==> config.mk <==
export PLATFORM = sky130hd
export DESIGN_NAME = noc_input_port
export DESIGN_NICKNAME = d
export VERILOG_FILES = /design/src/rtl/noc_input_port.sv
export SDC_FILE = /design/constraint.sdc
export NUM_CORES = 1
export LEC_CHECK = 0
export ABC_AREA = 1
export CAP_MARGIN = 15
export CORE_MARGIN = 2
export CORE_UTILIZATION = 40
export DETAILED_ROUTE_END_ITERATION = 7
export SYNTH_ARGS = -nofsm -noshare
export SYNTH_HDL_FRONTEND = slang
export SYNTH_SLANG_ARGS = --single-unit
==> constraint.sdc <==
create_clock -name clk_i -period 2.8 [get_ports clk_i]
set_input_delay 0.42 -clock clk_i [delete_from_list [all_inputs] [get_ports clk_i]]
set_output_delay 0.42 -clock clk_i [all_outputs]
set_load 0.005 [all_outputs]
==> src/rtl/noc_input_port.sv <==
// -----------------------------------------------------------------------------
// noc_input_port
//
// Per-port input stage of the NoC router. Incoming flits are buffered in a
// small FIFO. The destination of the head flit at the FIFO front goes to the
// YX route processor, and the direction it returns is latched. That output is
// then requested from the switch allocator. After the grant, the packet's
// flits are streamed to the crossbar up to and including the tail, and the
// request is released.
//
// Ports:
//   clk_i            - clock, rising edge
//   rst_n_i          - asynchronous active-low reset
//   in_flit_i        - flit from the upstream link
//   in_valid_i       - in_flit_i is valid
//   in_ready_o       - FIFO can accept a flit (count < DEPTH)
//   yx_addr_header_o - destination bits [7:0] of the FIFO front (0 when empty)
//   yx_dir_i         - direction from the route processor (0..4 valid)
//   req_o            - one-hot allocator request, [0]N [1]S [2]W [3]E [4]L
//   gnt_i            - allocator grant, held while req_o is asserted
//   out_flit_o       - FIFO front entry to the crossbar
//   out_valid_o      - out_flit_o is valid
//   out_ready_i      - crossbar accepts the flit
//   err_o            - sticky protocol error, cleared only by reset
//
// Flit type field [FLIT_W-1:FLIT_W-2]: 01 head, 00 body, 10 tail, 11 single.
// Bit 0 of the type marks a head and bit 1 marks a tail.
// -----------------------------------------------------------------------------
module noc_input_port #(
    parameter int DEPTH  = 4,
    parameter int FLIT_W = 34
) (
    input  logic              clk_i,
    input  logic              rst_n_i,
    input  logic [FLIT_W-1:0] in_flit_i,
    input  logic              in_valid_i,
    output logic              in_ready_o,
    output logic [7:0]        yx_addr_header_o,
    input  logic [2:0]        yx_dir_i,
    output logic [4:0]        req_o,
    input  logic              gnt_i,
    output logic [FLIT_W-1:0] out_flit_o,
    output logic              out_valid_o,
    input  logic              out_ready_i,
    output logic              err_o
);

    localparam int         AW          = $clog2(DEPTH);
    localparam logic [AW:0] DEPTH_C    = (AW + 1)'(DEPTH);
    localparam logic [1:0] TYPE_HEAD   = 2'b01;
    localparam logic [1:0] TYPE_TAIL   = 2'b10;
    localparam logic [1:0] TYPE_SINGLE = 2'b11;

    typedef enum logic [1:0] {
        S_IDLE,
        S_REQ,
        S_ACTIVE,
        S_DROP
    } state_t;

    // FIFO storage and bookkeeping
    logic [FLIT_W-1:0] r_mem [DEPTH];
    logic [AW-1:0]     r_wr_ptr;
    logic [AW-1:0]     r_rd_ptr;
    logic [AW:0]       r_count;

    // Control state
    state_t            r_state;
    state_t            w_state_nxt;
    logic [2:0]        r_dir;
    logic [2:0]        w_dir_nxt;
    logic              r_err;
    logic              w_err_nxt;
    // Set once the current packet has forwarded its first flit. This tells
    // the packet's own head apart from a stray head that arrives mid-packet.
    logic              r_mid;
    logic              w_mid_nxt;

    logic              w_push;
    logic              w_pop;
    logic              w_empty;
    logic [FLIT_W-1:0] w_front;
    logic [1:0]        w_front_type;
    logic              w_dir_valid;

    assign w_empty          = (r_count == '0);
    assign w_front          = r_mem[r_rd_ptr];
    assign w_front_type     = w_front[FLIT_W-1 -: 2];
    assign w_dir_valid      = (yx_dir_i <= 3'd4);

    // Ready depends only on the registered count: a full FIFO does not
    // accept a flit even in a cycle where it pops one.
    assign in_ready_o       = (r_count < DEPTH_C);
    assign w_push           = in_valid_i & in_ready_o;

    assign out_flit_o       = w_front;
    assign yx_addr_header_o = w_empty ? 8'h00 : w_front[7:0];
    assign err_o            = r_err;

    // -------------------------------------------------------------------------
    // Next-state and output logic
    // -------------------------------------------------------------------------
    always_comb begin
        // NOTE: every signal driven here gets a default first, so no latch is inferred.
        w_state_nxt = r_state;
        w_dir_nxt   = r_dir;
        w_err_nxt   = r_err;
        w_mid_nxt   = r_mid;
        w_pop       = 1'b0;
        out_valid_o = 1'b0;
        req_o       = '0;

        case (r_state)
            S_IDLE: begin
                if (!w_empty) begin
                    if (w_front_type[0]) begin
                        // Head or single at the front. The route processor
                        // answers combinationally in this same cycle.
                        w_dir_nxt = yx_dir_i;
                        if (w_dir_valid) begin
                            w_state_nxt = S_REQ;
                        end else begin
                            w_err_nxt = 1'b1;
                            if (w_front_type == TYPE_SINGLE) begin
                                w_pop = 1'b1;
                            end else begin
                                w_state_nxt = S_DROP;
                            end
                        end
                    end else begin
                        // Body or tail with no head before it: discard.
                        w_pop     = 1'b1;
                        w_err_nxt = 1'b1;
                    end
                end
            end

            S_REQ: begin
                req_o = 5'b00001 << r_dir;
                if (gnt_i) begin
                    w_state_nxt = S_ACTIVE;
                    w_mid_nxt   = 1'b0;
                end
            end

            S_ACTIVE: begin
                req_o       = 5'b00001 << r_dir;
                out_valid_o = gnt_i & ~w_empty;
                w_pop       = out_valid_o & out_ready_i;
                if (!gnt_i) begin
                    w_err_nxt = 1'b1;
                end
                if (w_pop) begin
                    w_mid_nxt = 1'b1;
                    if (w_front_type == TYPE_HEAD && r_mid) begin
                        w_err_nxt = 1'b1;
                    end
                    if (w_front_type[1]) begin
                        w_state_nxt = S_IDLE;
                    end
                end
            end

            S_DROP: begin
                if (!w_empty) begin
                    w_pop = 1'b1;
                    if (w_front_type == TYPE_TAIL) begin
                        w_state_nxt = S_IDLE;
                    end
                end
            end

            default: begin
                w_state_nxt = S_IDLE;
            end
        endcase
    end

    // -------------------------------------------------------------------------
    // Control state registers
    // -------------------------------------------------------------------------
    // NOTE: sequential state is written with non-blocking assignments only.
    always_ff @(posedge clk_i or negedge rst_n_i) begin
        if (!rst_n_i) begin
            r_state <= S_IDLE;
            r_dir   <= '0;
            r_err   <= 1'b0;
            r_mid   <= 1'b0;
        end else begin
            r_state <= w_state_nxt;
            r_dir   <= w_dir_nxt;
            r_err   <= w_err_nxt;
            r_mid   <= w_mid_nxt;
        end
    end

    // -------------------------------------------------------------------------
    // FIFO
    // -------------------------------------------------------------------------
    // NOTE: the storage is reset on purpose, because out_flit_o must read zero after reset.
    always_ff @(posedge clk_i or negedge rst_n_i) begin
        if (!rst_n_i) begin
            for (int i = 0; i < DEPTH; i++) begin
                r_mem[i] <= '0;
            end
            r_wr_ptr <= '0;
            r_rd_ptr <= '0;
            r_count  <= '0;
        end else begin
            if (w_push) begin
                r_mem[r_wr_ptr] <= in_flit_i;
                r_wr_ptr        <= r_wr_ptr + 1'b1;
            end
            if (w_pop) begin
                r_rd_ptr <= r_rd_ptr + 1'b1;
            end
            case ({w_push, w_pop})
                2'b10:   r_count <= r_count + 1'b1;
                2'b01:   r_count <= r_count - 1'b1;
                default: r_count <= r_count;
            endcase
        end
    end

endmodule

# ---- After elaboration in Yosys (flattened, before gate mapping)
# Index checks and enable logic that the tools add are counted.
dict set report totals {
  ramBits 0
  regBits 150
  out_inout_bits 50
  latchBits 0
  mem_count 0
  rom_bits 0
  in_bits 42
}
dict set report classes {
  multipliers 0
  bitwise_logic 6
  n_addsub 4
  div_mod_pow 0
  mux 36
  shifts 1
  magnitude_cmp 5
  reduce_logical 12
  n_eq_ne 17
}
# op count
set ops {}
lappend ops {{$bwmux W136} 1}
lappend ops {{$mux W34} 3}
lappend ops {{$bmux W34 S2} 1}
lappend ops {{$demux W34 S2} 1}
lappend ops {{$mux W2} 9}
lappend ops {{$mux W1} 14}
lappend ops {{$ne A2 B2 Y1 const B} 7}
lappend ops {{$eq A2 B2 Y1 const B} 5}
lappend ops {{$reduce_and A3 Y1} 3}
lappend ops {{$mux W8} 1}
lappend ops {{$pmux W2 S4} 1}
lappend ops {{$reduce_and A8 Y1} 1}
lappend ops {{$eq A2 B1 Y1 const B} 3}
lappend ops {{$ge A3 B3 Y1 const B} 2}
lappend ops {{$ne A3 B3 Y1 const B} 2}
lappend ops {{$not A2 Y3} 2}
lappend ops {{$pmux W3 S2} 1}
lappend ops {{$reduce_bool A2 Y1} 3}
lappend ops {{$mux W5} 1}
lappend ops {{$shl A1 B3 Y5 const A} 1}
lappend ops {{$add A2 B1 Y2 const B} 2}
lappend ops {{$pmux W1 S2} 2}
lappend ops {{$add A3 B1 Y3 const B} 1}
lappend ops {{$and A1 B1 Y1} 3}
lappend ops {{other kinds (10)} 11}

# ---- Longest topological paths before layout
# Gate-level depths: netlist (run 1).
dict set report logic_depth {
  depth_word 12
  ltp_mapped 17
  ltp_nobuf 16
}

# ---- Worst setup path before layout (run 1)
# No wires, ideal clock.
dict set report synth_path {
  kind {flip-flop to flip-flop}
  from {reg r_rd_ptr[0]}
  to {reg r_count[2]}
  slack_ns 0.599
  path_buffers 2
  arrival_time_ns 2.070
  stages_incl_launch_ff 16
  setup_ns 0.131
  required_time_ns 2.669
  path_cell_list {dfrtp_1 buf_6 buf_8 nand2_4 nand3_4 nand3_2 nand2_2 o21bai_4 nand2_2 inv_1 ha_1 inv_1 fa_1 a21oi_1 o21ai_0 xor2_1}
}
dict set report synth_between {
  elab_chain_len 12
  word_cells_on_any_way 14
  cone_classes {eq/ne (3); mux (9); bitwise (1); reduce/logical (1)}
}
# item line
set synth_rtl {}
lappend synth_rtl {{from (decl)} 64} ;# logic [AW-1:0] r_rd_ptr;
lappend synth_rtl {{from (signal assigned)} 215} ;# r_rd_ptr <= r_rd_ptr + 1'b1;
lappend synth_rtl {{$not A2 Y3 (implied by the code) *} 87} ;# assign w_front = r_mem[r_rd_ptr];
lappend synth_rtl {{$bmux W34 S2 *} 87}
lappend synth_rtl {{$mux W34 (implied by the code) * (2 in a row)} 87}
lappend synth_rtl {{$eq A2 B2 Y1} 124} ;# if (w_front_type == TYPE_SINGLE) begin
lappend synth_rtl {{$mux W1} 124}
lappend synth_rtl {{$mux W1} 120} ;# if (w_dir_valid) begin
lappend synth_rtl {{$mux W1 *} 116} ;# if (w_front_type[0]) begin
lappend synth_rtl {{$mux W1 *} 115} ;# if (!w_empty) begin
lappend synth_rtl {{$pmux W1 S3 *} 113} ;# case (r_state)
lappend synth_rtl {{via w_pop} 80} ;# logic w_pop;
lappend synth_rtl {{$eq A2 B1 Y1 / $eq A2 B2 Y1 (equally long branches)} 217} ;# case ({w_push, w_pop})
lappend synth_rtl {{$pmux W3 S2 / $reduce_bool A2 Y1 (equally long branches)} --}
lappend synth_rtl {{to (signal assigned)} 218} ;# 2'b10: r_count <= r_count + 1'b1;
lappend synth_rtl {{to (signal assigned)} 219} ;# 2'b01: r_count <= r_count - 1'b1;
lappend synth_rtl {{to (signal assigned)} 220} ;# default: r_count <= r_count;
lappend synth_rtl {{to (decl)} 65} ;# logic [AW:0] r_count;
# Mark *: on every way through the listed nets, which the timed path passes. The rest lies on a longest branch. The select of a mux whose other input is x is not followed.
# A chain may end at the register's enable or synchronous reset.

# ---- Worst setup path in the final report (run 1)
dict set report layout_path {
  from {reg r_rd_ptr[0]}
  to {out out_flit_o[20]}
}
dict set report layout_between {
  elab_chain_len 4
}
# item line
set layout_rtl {}
lappend layout_rtl {{$not A2 Y3 (implied by the code)} 87}
lappend layout_rtl {{$bmux W34 S2} 87}
lappend layout_rtl {{$mux W34 (implied by the code) (2 in a row)} 87}
lappend layout_rtl {{to (decl)} 42} ;# output logic [FLIT_W-1:0] out_flit_o,
# No other way between the ends. The select of a mux whose other input is x is not followed.

==> results of run 1 <==
==> worst reg2reg max path: stages (launching register included) <==
cell	delay, ps
dfrtp_2	490
buf_4	180
nand2_1	90
nand2_1	60
nand2_1	70
nand2_2	80
nand2_2	70
nand2_1	80
o21bai_4	170
nand2_2	70
inv_1	60
ha_1	140
inv_1	70
fa_1	370
a21oi_1	140
o21ai_0	100
xor2_1	150
==> flip-flops by register name, summed over array words and instances, names as in the netlist <==
signal	count
r_mem	136
r_mid	1
r_count	3
r_state	2
r_rd_ptr	2
r_dir	3
err_o	1
r_wr_ptr	2
==> cells in the final DEF, fill, tap and decap left out, types with 5 or more instances in the layout <==
cell type / n
a21oi_1: 10
buf_12: 5
buf_4: 11
clkbuf_16: 17
clkdlybuf4s50_1: 90
dfrtp_1: 148
ha_1: 9
inv_1: 57
nand2_1: 183
nand2_2: 10
nand3_1: 10
nand3_2: 5
nor2_1: 87
o21ai_0: 208
o22ai_1: 25
==> area by class of cell <==
type / count / area, µm² / share of cell area (%)
Sequential cell: 150 / 3756 / 43.16
Timing Repair Buffer: 112 / 1154 / 13.26
Multi-Input combinational cell: 567 / 2726 / 31.33
Clock buffer: 24 / 491.7 / 5.651
Tap cell: 225 / 281.5 / 3.235
Clock inverter: 4 / 47.55 / 0.5464
Inverter: 62 / 245.2 / 2.818
==> worst max path at each step <==
stage	startpoint	endpoint	slack, ps	cells after the start
finish	r_rd_ptr[0]	out_flit_o[20]	100	5
global route	r_rd_ptr[1]	out_flit_o[21]	20	5
CTS	r_rd_ptr[0]	yx_addr_header_o[2]	3	7
detailed placement	yx_dir_i[2]	r_count[2]	160	13
global placement	yx_dir_i[0]	r_count[2]	190	13
floorplan	r_rd_ptr[0]	r_count[2]	600	15
==> cell families after synthesis <==
kind of cell | share of synthesized area [%]
AO/OA/AOI/OAI | 18.53
XOR/XNOR | 0.3754
adder cells (fa/ha/maj) | 1.895
buffers and inverters | 7.578
flip-flops | 53.62
AND/OR/NAND/NOR | 18.00
==> where the power goes <==
part | total, mW | internal [mW] | leakage (nW) | switching, mW
sequential | 3.70 | 3.15 | 1.88 | 0.543
combinational | 5.06 | 2.38 | 1.97 | 2.67
clock | 2.14 | 1.29 | 0.264 | 0.846
==> through the flow <==
step                      util, %  cell area (µm²)
after floorplan                 -             7000
after global placement      47.20             8108
after detailed placement    47.20             8108
after CTS                   50.47             8668
after global routing        50.66             8702
final                       50.66             8702
==> routing by layer <==
| metal | routed length [µm] | vias to the layer above | share of wire, % |
|---|---|---|---|
| met4 | 244 | 0 | 1.5 |
| met3 | 692 | 19 | 4.1 |
| met2 | 7531 | 117 | 45 |
| met1 | 8336 | 2685 | 50 |
| met5 | 0 | - | 0 |
| li1 | - | 2859 | - |
==> repair_timing <==
item	in CTS	in global routing
buffers inserted	0	1
endpoints found under the hold margin	50	0
hold buffers	1	0
setup endpoints to repair	5	12
resized for setup	3	8
==> reports/qor.yml, run 1 <==
status:
  status: "complete, no violations"
grt:
  grt_pass1_vias: 5435
  grtUsageMet2_pct: 29.01
  grt_max_degree: 75
  overflow: 0
  gr-usage-met1_pct: 27.65
  top_usage_layer: "met2"
  grt_use_total_pct: 19.25
  antenna_found_initial: 0
  grt_pass1_wl_mm: 27.94
  use_met3_pct: 3.840
pwr:
  p_leak_nw: 4.109
  power_density_nw_per_um2: 1252
  total_power_mw: 10.89
  peakVddDrop_uv: 548.8
logic_synthesis:
  synth_edf_count: 0
  syn_avg_cell_area_um2: 8.434
  ys_seq_area_share_pct: 53.62
  synth_top_area_share_pct: 53.62
  synthTopCellsByCount: "208 x o21ai_0, 187 x nand2_1, 150 x dfrtp_1, 87 x nor2_1, 57 x inv_1"
  yosysTopAreaCell: "dfrtp_1"
  synthDistinctLibCells: 33
  synth_nets: 882
  synth-seq-cells: 150
  yosys_most_used_dff: "dfrtp_1"
  yosys_warnings: 0
  synth_most_common_cell: "o21ai_0"
  synth_area_um2: 7000
  synthArstFlopShare_pct: 100.0
  syn-instance-count: 830
  synth.area.top_cells: "dfrtp_1 54%, o21ai_0 15%, nand2_1 10%"
setup_path:
  critical_path_class: "flip-flop to output pin"
  reg2reg_slack_ps: 310
  cp-start-kind: "flip-flop"
  arrival_ps: 2280
  path_buf_inv: 3
  rr_worst_depth: 16
  slowest_stage: "clkdlybuf4s50_1"
  cp.required_ps: 2380
  crit_fanout: 26
  worstPathCellList: "inv_8, buf_6, o21ai_0, o22ai_1, clkdlybuf4s50_1"
  rr_endpoint: "r_count[2]"
  crit_family: "buffers and inverters"
  slowest_delay_ps: 570
  r2r_start: "r_rd_ptr[0]"
  end_kind: "output pin"
cts:
  clk_pin_slew_ps: 60
  cts.sinks: 150
  clockBufferDepth: 2
  cts_tree: "yes"
  insertion_delay_ps: 420
  cts_buffers: 17
  root_buffer: "clkbuf_16"
  h-tree-depth: 4
detailed_routing:
  viasPerCell: 4.965
  ant_nets: 0
  drc_errors: 0
  wire_per_inst_um: 14.69
  wl_mm: 16.80
  dr.pass1.iters: 5
  vias: 5680
  first_iter_violations: 428
floorplan:
  fp.dieH_um: 136.3
  io-pin-count: 92
  fp.coreArea_um2: 17180
  dieWidth_um: 136.3
  start_util_pct: 40.76
  core.rowCount: 48
  dieArea_um2: 18580
place:
  hpwl_mm: 10.66
  globalplace.congestion: 0.8222
  placed_cells: 1114
  io_buffers: 91
  place_ws_ps: 157.8
job:
  maxCapViolations: 0
timing:
  max_freq_ghz: 0.3707
  timing.slew.headroom_pct: 56.15
  setup_viol: 0
  whs_ps: 462.6
  slew_viol_final: 0
  setup_tns_ps: 0
  timing.final.crit_share_pct: 96.33
  fin_skew_ps: 5.290
  tightestPinTransition_ps: 655.4
  fin_crit_ps: 2697
  final_hold_viol_count: 0
  setup_ws_ps: 102.8
  rsz0062_at_grt: "false"
hold_path:
  whs_path_depth: 2
  min-delay-start: "err_o"
  hold_end: "err_o"
  hp-class: "flip-flop to flip-flop"
layout:
  n_fill_cell: 1701
  diodes: 0
  area_growth_pct: 24.31
  drive_gt1_share_pct: 8.161
  fin_cells: 1144
  fin_nets: 962
Note: power is estimated with default switching activity, not from simulation.
==> run 2: changes to the inputs <==
--- a/config.mk
+++ b/config.mk
@@ -9,7 +9,9 @@
 export CAP_MARGIN = 15
 export CORE_MARGIN = 2
 export CORE_UTILIZATION = 40
+export CTS_CLUSTER_SIZE = 20
 export DETAILED_ROUTE_END_ITERATION = 7
+export PLACE_DENSITY = 0.69
 export SYNTH_ARGS = -nofsm -noshare
 export SYNTH_HDL_FRONTEND = slang
 export SYNTH_SLANG_ARGS = --single-unit
==> run 2 against run 1 <==
  * Final area rose by 0.36%
  * Critical endpoint is now out_flit_o[15]
  * Highest routed layer unchanged
  * Via count rose by 1.5%
  * Largest power group unchanged
  * Core utilization rose by 0.18 points
==> reports/qor.yml, run 2 (synthesis gave the netlist of run 1 again) <==
status:
  status: "complete, no violations"
detailed_routing:
  drc_errors: 0
  wire_per_inst_um: 14.51
  ant_nets: 0
  viasPerCell: 5.031
  vias: 5765
  dr.pass1.iters: 5
  first_iter_violations: 376
  wl_mm: 16.63
floorplan:
  core.rowCount: 48
  dieWidth_um: 136.3
  fp.coreArea_um2: 17180
  fp.dieH_um: 136.3
  io-pin-count: 92
  start_util_pct: 40.76
  dieArea_um2: 18580
grt:
  grt_pass1_vias: 5487
  overflow: 0
  grt_use_total_pct: 19.07
  grt_max_degree: 69
  antenna_found_initial: 0
  grt_pass1_wl_mm: 27.72
setup_path:
  path_buf_inv: 3
  worstPathCellList: "inv_8, buf_16, o21ai_0, o22ai_1, clkdlybuf4s50_1"
  crit_fanout: 46
  crit_family: "buffers and inverters"
  end_kind: "output pin"
  cp.required_ps: 2380
  arrival_ps: 2240
  slowest_delay_ps: 560
  cp-start-kind: "flip-flop"
  slowest_stage: "clkdlybuf4s50_1"
  critical_path_class: "flip-flop to output pin"
layout:
  n_fill_cell: 1659
  drive_gt1_share_pct: 8.578
  diodes: 0
  reg.largest.list: "r_mem (136), r_count (3), r_dir (3)"
  area_growth_pct: 24.75
  regMostFlops: "r_mem"
  largest_reg_flops: 136
  layout_commonest_cell: "o21ai_0"
  final_cell_mix: "208 x o21ai_0, 183 x nand2_1, 149 x dfrtp_1"
  fin_nets: 960
  finish.utilization_pct: 50.85
timing:
  final_hold_viol_count: 0
  timing.final.crit_share_pct: 95.08
  fin_crit_ps: 2662
  rsz0062_at_grt: "false"
  whs_ps: 472.7
  max_freq_ghz: 0.3756
  setup_tns_ps: 0
  setup_ws_ps: 137.9
  slew_viol_final: 0
  setup_viol: 0
  fin_skew_ps: 6.328
  tightestPinTransition_ps: 640.4
  timing.slew.headroom_pct: 57.16
cts:
  root_buffer: "clkbuf_16"
  cts_buffers: 17
  clk_pin_slew_ps: 60
  clockBufferDepth: 2
  cts_tree: "yes"
  insertion_delay_ps: 420
  cts.sinks: 150
  h-tree-depth: 4
pwr:
  peakVddDrop_uv: 516.6
  total_power_mw: 10.98
  p_leak_nw: 4.118
  power_density_nw_per_um2: 1257
hold_path:
  hp-class: "flip-flop to flip-flop"
place:
  globalplace.congestion: 0.7807
  io_buffers: 91
  place_ws_ps: 101.1
  hpwl_mm: 10.19
job:
  maxCapViolations: 0
==> run 2: cell count changes in the layout (fill, tap and decap cells not counted), moves of 2 or more <==
cell | before | now
clkbuf_8 | 4 | 1
clkinvlp_4 | 1 | 4
clkinv_2 | 2 | 5
clkbuf_1 | 3 | 1
clkinv_4 | 0 | 2
buf_4 | 11 | 9
==> run 2: path summary, 6_finish.rpt <==
| kind | startpoint | end | slack [ps] | cells after the start |
|---|---|---|---|---|
| setup / recovery | r_rd_ptr[0] | out_flit_o[15] | 140 | 5 |
| hold / removal | r_count[0] | r_count[0] | 470 | 1 |
| setup reg to reg | r_rd_ptr[0] | r_count[2] | 310 | 15 |
| hold reg to reg | r_count[0] | r_count[0] | 470 | 1 |
| min in group asynchronous | rst_n_i | r_dir[2] | 510 | 2 |
| max in group asynchronous | rst_n_i | r_mem[47] | 1590 | 3 |
==> run 2: metal layers <==
metal  share of wire (%)  up-vias  GRT usage (%)  wire length, µm
met5                   0        -              0                0
met4                 1.6        0          6.771              270
li1                    -     2857              -                -
met2                  47      156          30.54             7738
met3                 4.3       20          3.691              721
met1                  48     2732          25.87             7900
==> run 2: through the flow <==
step / instances / cell area [µm²]
6_report: 1146 / 8733
4_1_cts: 1144 / 8687
3_3_place_gp: 1111 / 8098
2_1_floorplan: 830 / 7000
5_1_grt: 1146 / 8733
3_5_place_dp: 1111 / 8098
==> run 2: layout make-up <==
class,count,area [µm²],area share [%]
Sequential cell,150,3755,42.99
Clock inverter,13,132.6,1.519
Inverter,62,242.7,2.779
Tap cell,225,281.5,3.223
Timing Repair Buffer,110,1146,13.12
Multi-Input combinational cell,567,2733,31.29
Clock buffer,19,442.9,5.072
==> run 2: worst register-to-register path, cell delays in order (launching register included) <==
cell	delay [ps]
dfrtp_2	480
inv_8	180
nand2_1	100
nand3_2	80
nand2_2	80
nand2_2	80
nand2_1	80
o21bai_4	150
nand2_2	70
inv_1	50
ha_1	130
inv_1	60
fa_1	380
a21oi_1	170
o21ai_0	120
xor2_1	150
==> run 2: timing repair <==
action | CTS | global route
gates cloned | 0 | 0
buffers inserted | 0 | 2
resized for setup | 1 | 7
hold buffers | 1 | 0
endpoints found under the hold margin | 43 | 0
setup endpoints to repair | 2 | 14
==> run 2: power breakdown <==
group / total (mW) / leakage (nW) / switching, mW / internal (mW)
registers: 3.69 / 1.88 / 0.536 / 3.15
clock network: 2.22 / 0.275 / 0.890 / 1.33
logic: 5.07 / 1.96 / 2.69 / 2.39
total: 11.0 / 4.12 / 4.11 / 6.86
==> run 3: changes to the inputs <==
--- a/config.mk
+++ b/config.mk
@@ -7,7 +7,7 @@
 export LEC_CHECK = 0
 export ABC_AREA = 1
 export CAP_MARGIN = 15
-export CORE_MARGIN = 2
+export CORE_MARGIN = 5
 export CORE_UTILIZATION = 40
 export CTS_CLUSTER_SIZE = 20
 export DETAILED_ROUTE_END_ITERATION = 7
==> run 3 against run 2 <==
  * Global-route usage down 1.3 points
  * Register-to-register slack about the same
  * First-iteration DRC count up 17%
  * Via count down 0.12%
  * Clock skew up 4.8 ps
  * Cell count down 0.17%
  * Worst hold slack worse by 8.9 ps
  * Sequential share of layout area down 0.27 points
  * Fmax up 0.22%
  * Core utilization up 0.16 points
  * Sequential power about the same
  * Non-clock buffer count down 1
==> reports/qor.yml, run 3 (synthesis gave the netlist of run 1 again) <==
timing:
  max_freq_ghz: 0.3765
  timing.slew.headroom_pct: 67.19
  setup_ws_ps: 143.7
  tightestPinTransition_ps: 490.4
  setup_viol: 0
  final_hold_viol_count: 0
  rsz0062_at_grt: "true"
  fin_crit_ps: 2656
  fin_skew_ps: 11.18
  setup_tns_ps: 0
  slew_viol_final: 0
  timing.final.crit_share_pct: 94.87
floorplan:
  dieArea_um2: 20250
  dieWidth_um: 142.3
  core.rowCount: 48
  io-pin-count: 92
  fp.dieH_um: 142.3
  start_util_pct: 40.61
  fp.coreArea_um2: 17240
detailed_routing:
  wl_mm: 17.16
  viasPerCell: 5.033
  highest_layer: "met4"
  wl_met3_um: 785
  first_iter_violations: 440
  dr.pass1.iters: 5
  wire_per_inst_um: 15.00
  wl_met2_mm: 8.081
  ant_nets: 0
  drc_errors: 0
  wl_met1_mm: 8.084
  vias: 5758
setup_path:
  crit_fanout: 43
  end_kind: "output pin"
  r2r_start: "r_rd_ptr[0]"
  cp-start-kind: "flip-flop"
  critPathLaunch: "r_rd_ptr[0]"
  rr_endpoint: "r_count[2]"
  rr_worst_depth: 15
  reg2reg_slack_ps: 310
  cp.required_ps: 2380
  arrival_ps: 2240
  critical_path_class: "flip-flop to output pin"
place:
  placed_cells: 1112
  io_buffers: 91
  hpwl_mm: 10.90
  globalplace.congestion: 0.8141
  place_ws_ps: 116.2
cts:
  h-tree-depth: 4
  cts.sinks: 150
  cts_tree: "yes"
  cts_buffers: 17
  clockBufferDepth: 2
  clk_pin_slew_ps: 60
  insertion_delay_ps: 430
  root_buffer: "clkbuf_16"
layout:
  regMostFlops: "r_mem"
  layout_commonest_cell: "o21ai_0"
  fin_cells: 1144
  reg.largest.list: "r_mem (136), r_count (3), r_dir (3)"
  area_growth_pct: 25.58
  finish.utilization_pct: 51.00
  final_cell_mix: "208 x o21ai_0, 183 x nand2_1, 148 x dfrtp_1"
  largest_reg_flops: 136
  drive_gt1_share_pct: 8.705
  diodes: 0
  fin_nets: 960
grt:
  grt_pass1_vias: 5685
  antenna_found_initial: 0
  grt_use_total_pct: 17.75
  overflow: 0
  grt_max_degree: 70
  grt_pass1_wl_mm: 28.93
hold_path:
  min-delay-start: "err_o"
  hold_end: "err_o"
  hp-class: "flip-flop to flip-flop"
  whs_path_depth: 2
pwr:
  peakVddDrop_uv: 468.8
  p_leak_nw: 4.148
  total_power_mw: 11.27
  power_density_nw_per_um2: 1282
job:
  maxCapViolations: 0
status:
  status: "complete, no violations"
-- run 3: cell count changes in the layout (fill, tap and decap cells not counted), moves of 2 or more --
cell / change
bufinv_16: +2
clkinvlp_4: -2
clkinv_2: -2
clkbuf_8: +4
-- run 3: repair_timing --
item / 4_1_cts / 5_1_grt
hold endpoints to repair: 44 / 0
buffers inserted: 0 / 0
gates cloned: 0 / 1
endpoints found under the setup margin: 3 / 21
gates resized for setup: 2 / 10
pin swaps: 0 / 1
hold buffers: 1 / 0
-- run 3: metal layers --
| metal | track usage [%] | vias up |
|---|---|---|
| met5 | 0 | - |
| met4 | 4.752 | 0 |
| met3 | 3.965 | 21 |
| met2 | 28.87 | 143 |
| met1 | 24.17 | 2734 |
| li1 | - | 2860 |
-- run 3: where the power goes --
group | internal [mW] | switching (mW) | total, mW
combinational | 2.38 | 2.71 | 5.09
clock | 1.60 | 0.879 | 2.48
sequential | 3.15 | 0.554 | 3.71
total | 7.13 | 4.14 | 11.3
-- run 3: through the flow --
stage               hold WS, ps  area (µm²)
floorplan                 124.4        7000
global placement          371.7        8093
detailed placement        376.5        8093
CTS                       473.1        8748
global route              494.3        8791
finish                    463.8        8791
-- run 3: cell type report --
class / count / area [µm²]
fill: 1664 / 8446
sequential: 150 / 3756
multi-input combinational: 567 / 2739
timing repair buffer: 109 / 1127
clock buffer: 22 / 494.2
tap: 225 / 281.5
inverter: 62 / 242.7
clock inverter: 8 / 145.1
timing repair inverter: 1 / 5.005
-- run 3: worst max-delay path, stage by stage, from the launching register on --
cell	delay, ps
dfrtp_2	520
buf_8	310
o21ai_0	150
o22ai_1	270
clkdlybuf4s50_1	560
-- run 3: how the worst max path moves through the flow --
| stage | end | slack, ps | cells past startpoint |
|---|---|---|---|
| final | out_flit_o[19] | 140 | 4 |
| after detailed placement | r_count[2] | 120 | 13 |
| after global placement | r_count[2] | 180 | 13 |
| after floorplan | r_count[2] | 600 | 15 |
| after CTS | out_flit_o[17] | 5 | 5 |
| after global routing | yx_addr_header_o[7] | -10 | 7 |
